## config.mk

```make
export PLATFORM = sky130hd
export DESIGN_NAME = vsim_receive
export DESIGN_NICKNAME = d
export VERILOG_FILES = /design/src/rtl/vsim_receive.sv
export SDC_FILE = /design/constraint.sdc
export NUM_CORES = 1
export LEC_CHECK = 0
export ABC_AREA = 1
export CELL_PAD_IN_SITES_DETAIL_PLACEMENT = 2
export CELL_PAD_IN_SITES_GLOBAL_PLACEMENT = 2
export CORE_UTILIZATION = 35
export DETAILED_ROUTE_END_ITERATION = 8
export PLACE_DENSITY_LB_ADDON = 0.2
export SLEW_MARGIN = 20
export SYNTH_ARGS = -nofsm -noshare
export SYNTH_HDL_FRONTEND = slang
export SYNTH_SLANG_ARGS = --single-unit
```

## constraint.sdc

```tcl
create_clock -name CLK -period 3.7 [get_ports CLK]
set_clock_uncertainty 0.05 [all_clocks]
set_input_delay 0.37 -clock CLK [delete_from_list [all_inputs] [get_ports CLK]]
set_output_delay 0.37 -clock CLK [all_outputs]
set_load 0.01 [all_outputs]
```

## src/rtl/vsim_receive.sv

```systemverilog
// Host-to-hardware beat source: polls the host, buffers beats in a small FIFO and
// presents them on a ready/enable dequeue port. The host call sits behind host_poll/host_beat.
module vsim_receive #(
  parameter int width         = 32,
  parameter int DEPTH         = 4,
  parameter int POLL_INTERVAL = 1
) (
  input  logic             CLK,
  input  logic             RST,
  input  logic             deq__ENA,
  output logic             deq__RDY,
  output logic [width-1:0] deq_v,
  output logic             deq_last,
  output logic             in_msg,
  output logic [31:0]      msg_count,
  // host_poll marks a cycle in which the host is called exactly once; host_beat is
  // that call's return value {valid, last, data[31:0]}, consumed on the same edge.
  output logic             host_poll,
  input  logic [33:0]      host_beat
);

  localparam int PTR_W = (DEPTH > 1) ? $clog2(DEPTH) : 1;
  localparam int CNT_W = $clog2(DEPTH + 1);
  localparam int PC_W  = (POLL_INTERVAL > 1) ? $clog2(POLL_INTERVAL) : 1;

  localparam logic [CNT_W-1:0] FULL_CNT    = CNT_W'(DEPTH);
  localparam logic [PC_W-1:0]  POLL_RELOAD = PC_W'(POLL_INTERVAL - 1);

  logic [width:0]       fifo_mem [DEPTH];
  logic [PTR_W-1:0]     rd_ptr_q, rd_ptr_d;
  logic [PTR_W-1:0]     wr_ptr_q, wr_ptr_d;
  logic [CNT_W-1:0]     count_q, count_d;
  logic [PC_W-1:0]      poll_cnt_q, poll_cnt_d;
  logic                 in_msg_q, in_msg_d;
  logic [31:0]          msg_count_q, msg_count_d;
  logic                 push;
  logic                 pop;
  logic                 head_last;

  assign deq__RDY  = (count_q != '0);
  assign head_last = fifo_mem[rd_ptr_q][width];
  assign deq_v     = fifo_mem[rd_ptr_q][width-1:0];
  assign deq_last  = head_last;
  assign in_msg    = in_msg_q;
  assign msg_count = msg_count_q;

  // Space is judged on start-of-cycle count, so a same-cycle pop never enables a poll.
  assign host_poll = !RST && (poll_cnt_q == '0) && (count_q != FULL_CNT);
  assign push      = host_poll && host_beat[33];
  assign pop       = deq__ENA && deq__RDY;

  // NOTE: every variable gets its default first so no path through the block
  // leaves a signal unassigned, which would otherwise infer a latch.
  always_comb begin
    rd_ptr_d    = rd_ptr_q;
    wr_ptr_d    = wr_ptr_q;
    count_d     = count_q;
    poll_cnt_d  = poll_cnt_q;
    in_msg_d    = in_msg_q;
    msg_count_d = msg_count_q;

    if (push) wr_ptr_d = wr_ptr_q + PTR_W'(1);

    if (pop) begin
      rd_ptr_d = rd_ptr_q + PTR_W'(1);
      in_msg_d = !head_last;
      if (head_last) msg_count_d = msg_count_q + 32'd1;
    end

    unique case ({push, pop})
      2'b10:   count_d = count_q + CNT_W'(1);
      2'b01:   count_d = count_q - CNT_W'(1);
      default: count_d = count_q;
    endcase

    // A full FIFO parks the counter at zero so the poll fires as soon as space opens.
    if (host_poll)               poll_cnt_d = POLL_RELOAD;
    else if (poll_cnt_q != '0)   poll_cnt_d = poll_cnt_q - PC_W'(1);
  end

  // NOTE: sequential state uses non-blocking assignments so every flop samples
  // the pre-edge values regardless of process ordering in simulation.
  always_ff @(posedge CLK) begin
    if (RST) begin
      rd_ptr_q    <= '0;
      wr_ptr_q    <= '0;
      count_q     <= '0;
      poll_cnt_q  <= '0;
      in_msg_q    <= 1'b0;
      msg_count_q <= '0;
    end else begin
      rd_ptr_q    <= rd_ptr_d;
      wr_ptr_q    <= wr_ptr_d;
      count_q     <= count_d;
      poll_cnt_q  <= poll_cnt_d;
      in_msg_q    <= in_msg_d;
      msg_count_q <= msg_count_d;
    end
  end

  // NOTE: storage is deliberately not reset; count gates every read, so stale
  // contents are never observed as valid and the array can map to plain RAM.
  always_ff @(posedge CLK) begin
    if (push) fifo_mem[wr_ptr_q] <= {host_beat[32], host_beat[width-1:0]};
  end

endmodule

```

# Word level (Yosys, flattened, before mapping)
# Memories as Yosys holds them, arrays and structs flattened. A register that Yosys moved wholly into a read port is not among the register bits.
# Index checks and enable logic that the tools add are counted.
dict set report totals {
  reg_bits 41
  ramBits 132
  inputBits 37
  wordCells 32
  mem_count 1
}
# memory words width rd rd_clocked_by_memory_dff wr line_no
set memory_table {}
lappend memory_table {fifo_mem 4 33 1 1 1 29} ;# logic [width:0] fifo_mem [DEPTH];
dict set report op_classes {
  addsub 6
  n_eq_ne 3
  n_mux 5
  bitwise_logic 1
  n_reduce_logical 10
}
# operator n
set ops {}
lappend ops {{adder 32 x 1 -> 32 bit, second input constant} 1}
lappend ops {{one-hot mux 3 bit (2 select lines)} 1}
lappend ops {{adder 2 x 1 -> 2 bit, second input constant} 2}
lappend ops {{logical AND 1 bit} 4}
lappend ops {{two-way mux 2 bit} 2}
lappend ops {{adder 3 x 1 -> 3 bit, second input constant} 1}
lappend ops {{inequality test 3 bit, second input constant} 1}
lappend ops {{nonzero test 3 bit} 1}
lappend ops {{OR reduction 3 bit} 1}
lappend ops {{subtractor 3 x 1 -> 3 bit, second input constant} 1}
lappend ops {{== test 2 x 1 -> 1 bit, second input constant} 1}
lappend ops {{== test 2 bit, second input constant} 1}
lappend ops {{logical NOT 1 bit} 2}
lappend ops {{two-way mux 1 bit} 2}
lappend ops {{AND reduction 2 bit} 1}
lappend ops {{nonzero test 2 bit} 1}
lappend ops {{NOT 1 bit} 1}
lappend ops {{subtractor 1 bit, second input constant} 1}

# Longest topological paths before layout
dict set report depth {
  word_depth 6
  mapped_depth 12
  ltp_nobuf 12
}

# Worst setup path after synthesis
# Ideal clock, no wire load.
dict set report synth_timing {
  path_kind {input-to-reg}
  startpoint {in RST}
  endpoint {mem fifo_mem[0][0] (netlist bit), enable pin}
  arrival_ps 2362
  path_slack_ps 865
  path_stages 5
  cell_sequence {clkinv_1 -> nand2_1 -> nor2_1 -> nand2_1 -> nor2_1}
}
dict set report synth_via {
  elab_chain_cells 6
}
# element line_no
set synth_lines {}
lappend synth_lines {{from (decl)} 9} ;# input logic RST,
lappend synth_lines {{logical NOT 1 bit} 48} ;# assign host_poll = !RST && (poll_cnt_q == '0) && (count_q != FULL_CNT);
lappend synth_lines {{logical AND 1 bit (2 in a row)} 48}
lappend synth_lines {{named net host_poll} 18} ;# output logic host_poll,
lappend synth_lines {{logical AND 1 bit} 49} ;# assign push = host_poll && host_beat[33];
lappend synth_lines {{two-way mux 1 bit} 104} ;# if (push) fifo_mem[wr_ptr_q] <= {host_beat[32], host_beat[width-1:0]};
lappend synth_lines {{two-way mux 1 bit (not written as such)} 104}
lappend synth_lines {{to (decl)} 29}
# The timed path passes the listed nets, and every way through them passes these cells.

==> flow_summary.yaml <==
placed_design:
  gp_congestion: 0.782
  placed_area_um2: 8630
  io_buffers: 104
  dp_hpwl_um: 14000
  dp.cells: 1037
  pre_cts_slack_ns: 0.714
worst_setup_path:
  worstSetupStartpointType: "flop"
  slowest_stage: "inv_2"
  cp_max_fo: 49
  critPathKind: "reg -> out"
  r2r_slack_ns: 1.15
  endpoint_kind: "primary output"
  rr_worst_depth: 12
  crit_chain: "inv_2, buf_4, o21ai_0, o22ai_1, clkdlybuf4s50_1"
  cp_data_required_time_ns: 3.28
  crit_arrival_ns: 2.62
  critical-path-max-stage-delay_ns: 0.58
  r2r_start: "count_q[1]"
  rr_endpoint: "count_q[2]"
synthesis:
  ys.flop_type: "edfxtp_1"
  synth_area_um2: 7240
  seq_area_frac_synth_pct: 66.7
  synthTopCellsByArea: "edfxtp_1, dfxtp_1, nor2_1, o21ai_0, nand2_1"
  synth_cells: 681
  synth_most_common_cell: "edfxtp_1"
  synthesis.yosys.warnings: 0
  syn_nets: 725
  synth.avg_cell_area_um2: 10.6
  synth_enable_flop_cells: 132
  synth_common_cells: "edfxtp_1, nor2_1, nand2_1"
  yosysUniqueCellTypes: 34
  yosys.area.top_type_share_pct: 54.8
  synth-seq-cells: 175
  async_reset_ff_share_pct: 0
  yosys.area.top_type: "edfxtp_1"
floorplanning:
  ioPinCount: 105
  start_util_pct: 35.8
  die_h_um: 146
  placementRows: 52
  core-area_um2: 20200
  die-area_um2: 21300
  die_w_um: 146
final_layout:
  nNetsFinal: 830
  area.growth.synth_to_final_pct: 27.2
  drive_above_1_share_pct: 8.01
  utilization_pct: 45.5
  stdcell_count: 1070
  seqCellArea_um2: 4830
  stdcell_area_um2: 9200
  fillers: 2126
  multi_input_area_um2: 2120
sta:
  fmax_mhz: 329
  setup_viol: 0
  tightest_slew_ns: 0.816
  post-route-period-util_pct: 82.0
  hold_viol_final: 0
  finalCriticalPeriod_ns: 3.04
  fin_setup_tns_ns: 0
  rsz0062_at_grt: "false"
  slew-limit-headroom_pct: 45.5
  worst_slack_ns: 0.664
  drv_slew: 0
grt:
  grt_pass1_wl_um: 34000
  groute.usage.overall_pct: 21.0
  antenna_found_initial: 1
  grt_pass1_vias: 6096
  overflow: 0
  grt_max_degree: 67
detailed_routing:
  drc: 0
  antenna_left: 0
  wl_per_cell_um: 20.0
  vias_per_cell: 5.07
  wl_um: 21400
  first_pass_iters: 4
  vias: 5420
  dr.first_iter.drc_count: 172
cts:
  cts-resized-gates: 0
  cts.clk_slew.worst_paths_ns: 0.06
  cts.sinks: 175
  cts_made_buffers: 17
  htreeDepth: 4
  cts_tree: "done"
  cts_root_buf: "clkbuf_16"
  clkLatencyLatePin_ns: 0.43
  clockBufferDepth: 2
  cts_setup_buffers: 0
  ctsHoldBuffers: 0
pwr:
  power_leakage_uw: 0.00312
  peakVddDrop_uv: 343
  power.density_nw_per_um2: 498
worst_hold_path:
  whs_endpoint: "rd_ptr_q[1]"
  worstHoldPathType: "reg -> reg"
  hp-start: "rd_ptr_q[1]"
  hold_path_depth: 2
outcome:
  status: "complete, no violations"
job:
  drv_cap: 0
## area by class of cell
cell class,count,area share [%]
Multi-Input combinational cell,426,23.1
Sequential cell,175,52.4
Timing Repair Buffer,113,12.5
Clock inverter,14,1.54
Inverter,53,2.16
Tap cell,270,3.67
Clock buffer,18,4.66
Antenna cell,1,0.0272
## flip-flops by register name (all words and copies together), names as in the netlist, named ones only
signal      cells
fifo_mem      132
msg_count      32
count_q         3
rd_ptr_q        2
wr_ptr_q        2
in_msg          1
poll_cnt_q      1
## stage by stage
stage          hold slack, ns  total power [uW]
3_3_place_gp            0.400              2810
3_5_place_dp            0.430              2850
4_1_cts                 0.446              4640
5_1_grt                 0.472              4760
2_1_floorplan           0.387              2520
6_report                0.441              4590
## per-layer routing
layer	up-vias	wire [um]	GRT usage [%]	part of all wire (%)
met4	0	405	6.42	1.9
met3	28	769	4.55	3.6
li1	2564	-	-	-
met2	114	11400	39.2	53
met1	2714	8820	23.8	41
met5	-	0	0	0
## critical path: cells and delay by family (launching register included)
kind,cells,cell delay (ns)
compound gates,2,0.34
flops,1,0.32
buf+inv,3,1.51
## cells in the final DEF (no fill, tap or decap), drive strengths merged
cell / n
ha: 6
o21ai: 77
o22ai: 32
a21oi: 22
diode: 1
o21bai: 1
nand3b: 1
nor2: 135
nand3: 31
clkdlybuf4s50: 104
fa: 1
and3: 2
a31oi: 1
nor3: 3
nand2: 94
bufinv: 2
buf: 9
dfxtp: 43
conb: 1
and2: 1
xor2: 4
clkinvlp: 4
xnor2: 1
edfxtp: 132
clkbuf: 18
inv: 55
nand4: 13
clkinv: 6
## worst max path at each step
stage | end | slack, ns
after CTS | deq_v[12] | 0.61
after detailed placement | count_q[2] | 0.71
after global routing | deq_v[12] | 0.47
final | deq_v[12] | 0.66
after floorplan | fifo_mem[0][0] | 0.87
after global placement | count_q[2] | 0.85
## power by group
part | total [uW] | internal [uW] | switching, uW
Clock | 1790 | 995 | 793
Sequential | 2170 | 2150 | 19.7
Combinational | 631 | 259 | 372
Total | 4590 | 3400 | 1180
## kinds of logic after synthesis
group	count (synthesis)	share of synthesized area, %
adder cells (fa/ha/maj)	7	1.31
flip-flops	175	66.7
AO/OA/AOI/OAI	133	9.96
other	1	0.0518
buffers and inverters	80	4.43
XOR/XNOR	5	0.605
AND/OR/NAND/NOR	280	17.0
Power figures use the tool's default switching activity.
==> variant 1: new RTL, same settings <==
The parameter `width` goes from 32 to 16.
--- a/src/rtl/vsim_receive.sv
+++ b/src/rtl/vsim_receive.sv
@@ -1,7 +1,7 @@
 // Host-to-hardware beat source: polls the host, buffers beats in a small FIFO and
 // presents them on a ready/enable dequeue port. The host call sits behind host_poll/host_beat.
 module vsim_receive #(
-  parameter int width         = 32,
+  parameter int width         = 16,
   parameter int DEPTH         = 4,
   parameter int POLL_INTERVAL = 1
 ) (
Ports: changed (resized deq_v); port bits go from 105 to 89. The function was not compared with the original's and may differ.
==> variant 1 against the original RTL <==
Via count down 27%; area after synthesis shrank 32%; setup slack better by 490 ps; non-clock buffer count down 33; total power down 42%; core utilization is 0.26 points lower; sequential cell count shrank 64; synthesized cell count down 23%; cell area shrank 34%; routed wire length decreased by 37%; highest routed layer unchanged; largest cell class unchanged; critical path depth is 8 higher; critical endpoint is now count_q[2].
==> variant 1: results (changes against the original RTL) <==
[run_status]
status = finished, final reports clean  ; unchanged

[grt]
grt_pass1_vias = 4440  ; was 6,096
antenna_found_initial = 0  ; was 1
grt_pass1_wl_mm = 21.89  ; was 33.99 mm
grt_usage = 0.1958  ; was 0.2101
grt_max_degree = 47  ; was 67

[logic_synthesis]
synth_nets = 571  ; was 725
synth_xor_area_frac = 0.008945  ; was 0.006051
synthTopCellsByArea = edfxtp_1, dfxtp_1, nor2_1  ; unchanged
synth-edff-count = 68  ; was 132
synth_seq_cells = 111  ; was 175
synth_adder_area_share = 0.01942  ; was 0.01314
yosysUniqueCellTypes = 33  ; was 34
synth_commonest_cells = nor2_1, nand2_1, edfxtp_1  ; was edfxtp_1, nor2_1, nand2_1
synth-compound-area-share = 0.09405  ; was 0.09959
ys_seq_area_frac = 0.5929  ; was 0.6667

[layout]
multi_input_gates = 347  ; was 426
largest_register_ffs = 68  ; was 132
drive_gt1_frac = 0.06590  ; was 0.08010
antennaDiodeCount = 0  ; was 1
regMostFlops = fifo_mem  ; unchanged
buf_share = 0.1283  ; was 0.1245
signal_buffers = 80  ; was 113
clk_share = 0.04483  ; was 0.06199
n_fill_cell = 1454  ; was 2,126
regArea_um2 = 2903  ; was 4826 um2
clock_buffers = 9  ; was 18
layout.nets = 646  ; was 830

[setup_path]
worstPathArrival_ps = 2720  ; was 2620 ps
timing.rr.start = count_q[0]  ; was count_q[1]
cp_slowest_cell = clkdlybuf4s50_1  ; was inv_2
cp_max_fo = 14  ; was 49
cpPeakStageDelay_ps = 450  ; was 580 ps

[routing]
totalWireLength_mm = 13.41  ; was 21.38 mm
num_vias = 3969  ; was 5,420
drtIter0Drc = 100  ; was 172

[placed_design]
postPlaceCellArea_um2 = 5812  ; was 8631 um2
dpl.hpwl_mm = 9.356  ; was 14.02 mm
portBuffers = 72  ; was 104
gp_congestion = 0.7498  ; was 0.7820

[pwr]
clock_power_uw = 914  ; was 1.79 mW
p_leak_nw = 2.120  ; was 3.121 nW
switching_share = 0.2628  ; was 0.2583
peakVddDrop_v = 0.0001909  ; was 0.0003426 V

[timing]
slew-limit-headroom = 0.5882  ; was 0.4555

[floorplan]
dieArea_um2 = 14460  ; was 21,260 um2

[clock_network]
cts-root-buf = clkbuf_16  ; unchanged
htreeDepth = 3  ; was 4

variant 1: final timing paths:
path                 to  slack [ps]
min reg2reg        flop         440
max          count_q[2]        1160
min                flop         440
max reg2reg  count_q[2]        1310
variant 1: worst register-to-register path, stage by stage, from the launching register on:
cell	delay (ps)
dfxtp_1	320
nor2_1	260
nand2_1	90
nand2_1	70
nor2_1	50
nand2_1	240
ha_1	220
inv_1	80
fa_1	380
a21oi_1	140
o21ai_0	120
o21ai_0	190
a21oi_1	60
variant 1: per-layer routing:
metal	vias up	GRT usage	routed length, um
met4	0	0.06790	219
met2	61	0.3653	7016
met3	15	0.02500	290
li1	1919	-	-
met5	-	0	0
met1	1974	0.2290	5878
variant 1: per-stage QoR:
stage | hold slack (ps) | cells | power (mW)
finish | 441.4 | 783 | 2.652
global route | 469.4 | 783 | 2.767
CTS | 437.3 | 783 | 2.688
detailed placement | 427.4 | 767 | 1.773
global placement | 404.5 | 767 | 1.749
floorplan | 386.9 | 527 | 1.591
==> variant 2: new RTL, same settings <==
Without the edit above. Reset style: asynchronous (`RST`), changed in one clocked block.
--- a/src/rtl/vsim_receive.sv
+++ b/src/rtl/vsim_receive.sv
@@ -80,7 +80,7 @@
 
   // NOTE: sequential state uses non-blocking assignments so every flop samples
   // the pre-edge values regardless of process ordering in simulation.
-  always_ff @(posedge CLK) begin
+  always_ff @(posedge CLK or posedge RST) begin
     if (RST) begin
       rd_ptr_q    <= '0;
       wr_ptr_q    <= '0;
Function: differs if RST is asserted again (counterexample within 4 cycles, from zero or initial values and one cycle with RST high); with RST held inactive, the same outputs for 4 cycles.
==> variant 2 against the original RTL <==
Area after synthesis shrank 0.74%; cell area shrank 0.68%; sequential share of layout area grew 1.9 points; non-clock buffer count grew 1; synthesized cell count shrank 9.3%; critical path type unchanged; routed wire length shrank 4.6%; highest routed layer unchanged; maximum frequency is essentially flat; setup slack lost 1.1 ps; critical path depth is the same; sequential cell count shrank 3.
Power is not compared: it rests on default switching activity, and its combinational part moved more than twofold at a synthesized area within 25%.
==> variant 2: results (changes against the original RTL) <==
[routing]
drtIter0Drc = 206  ; was 172
num_vias = 5113  ; was 5,420
wl_met3_um = 619  ; was 769 um
wl_met2_mm = 10.66  ; was 11.39 mm
wl_met1_mm = 8.904  ; was 8.820 mm
wl_per_cell_um = 20.19  ; was 19.99 um
drt_first_pass_iters = 4  ; unchanged

[placed_design]
gp_congestion = 0.7505  ; was 0.7820
dpl.hpwl_mm = 13.53  ; was 14.02 mm

[logic_synthesis]
ys_seq_area_frac = 0.6912  ; was 0.6667
async_reset_ff_frac = 0.2326  ; was 0
yosysUniqueCellTypes = 29  ; was 34
synth_nets = 662  ; was 725
synth-edff-count = 132  ; unchanged
ys.flop_type = edfxtp_1  ; unchanged
synth_commonest_cells = edfxtp_1, nor2_1, nand2_1  ; unchanged
synthTopCellsByArea = edfxtp_1, dfrtp_1, nor2_1  ; was edfxtp_1, dfxtp_1, nor2_1
ys.warnings.count = 0  ; unchanged

[grt]
grt_pass1_wl_mm = 32.70  ; was 33.99 mm
antenna_found_initial = 0  ; was 1
grt_pass1_vias = 5902  ; was 6,096
grt_usage = 0.2051  ; was 0.2101
grt_max_degree = 68  ; was 67

[layout]
antennaDiodeCount = 0  ; was 1
largest_register_ffs = 132  ; unchanged
layout.nets = 772  ; was 830
n_fill_cell = 2062  ; was 2,126
drive_gt1_frac = 0.09177  ; was 0.08010

[clock_network]
path_clk_slew_ps = 70
clock_path_buffers = 2  ; unchanged

[setup_path]
cp_max_fo = 19  ; was 49

[worst_hold_path]
hp-class = in2async  ; was reg2reg

[timing]
worst_pin_slew_ps = 819.1  ; was 815.6 ps

[run_status]
status = finished, final reports clean  ; unchanged

variant 2: cell types whose count changed after synthesis, sizes merged, moves of 10 or more:
cell	delta
dfxtp	-43
nor2	-17
nand3	-10
a21oi	-19
dfrtp	+40
inv	-13
xnor2	+10
variant 2: cells by family after synthesis:
logic type,Yosys count,share of synthesized area
adder cells (fa/ha/maj),7,0.01324
XOR/XNOR,21,0.02979
AO/OA/AOI/OAI,106,0.08030
AND/OR/NAND/NOR,250,0.1493
flip-flops,172,0.6912
buffers and inverters,62,0.03623
variant 2: path summary, 6_finish.rpt:
kind,startpoint,endpoint,slack (ps),cells past startpoint
min,RST,in_msg,390,2
max reg2reg,count_q[0],count_q[2],1210,9
min reg2reg,count_q[0],count_q[0],480,1
max,rd_ptr_q[1],deq_v[23],660,5
max in group asynchronous,RST,msg_count[19],2350,3
min in group CLK,count_q[0],count_q[0],480,1
variant 2: cell type report:
type / count / area [um2] / area share
clock buffer: 20 / 446.7 / 0.04886
tap: 270 / 337.8 / 0.03696
timing repair buffer: 114 / 1116 / 0.1221
multi-input combinational: 384 / 1988 / 0.2175
clock inverter: 12 / 140.1 / 0.01533
inverter: 39 / 146.4 / 0.01601
sequential: 172 / 4966 / 0.5433
variant 2: through the flow:
step | std cells | cell area (um2) | setup WS (ps) | util
6_report | 1011 | 9141 | 663.3 | 0.4532
5_1_grt | 1011 | 9141 | 550.3 | 0.4532
4_1_cts | 1011 | 9141 | 586.9 | 0.4532
3_5_place_dp | 979 | 8554 | 1062 | 0.4241
3_3_place_gp | 979 | 8554 | 1121 | 0.4241
2_1_floorplan | 618 | 7183 | 864.3 | -
variant 2: worst max-delay path: stages, from the launching register on:
cell             delay, ps
dfrtp_1                390
inv_1                  480
buf_4                  340
o21ai_0                140
o22ai_1                250
clkdlybuf4s50_1        600
variant 2: per-layer routing:
layer,vias up,track usage
met4,0,0.05842
met5,-,0
met2,92,0.3647
met3,14,0.04214
li1,2356,-
met1,2651,0.2504
variant 2: power by group through the flow:
stage	sequential, mW	combinational (mW)	clock, mW
floorplan	2.47	1.19	0
global placement	2.46	2.23	0
detailed placement	2.48	2.33	0
CTS	2.44	2.35	1.82
global route	2.46	2.52	1.89
finish	2.44	2.29	1.78
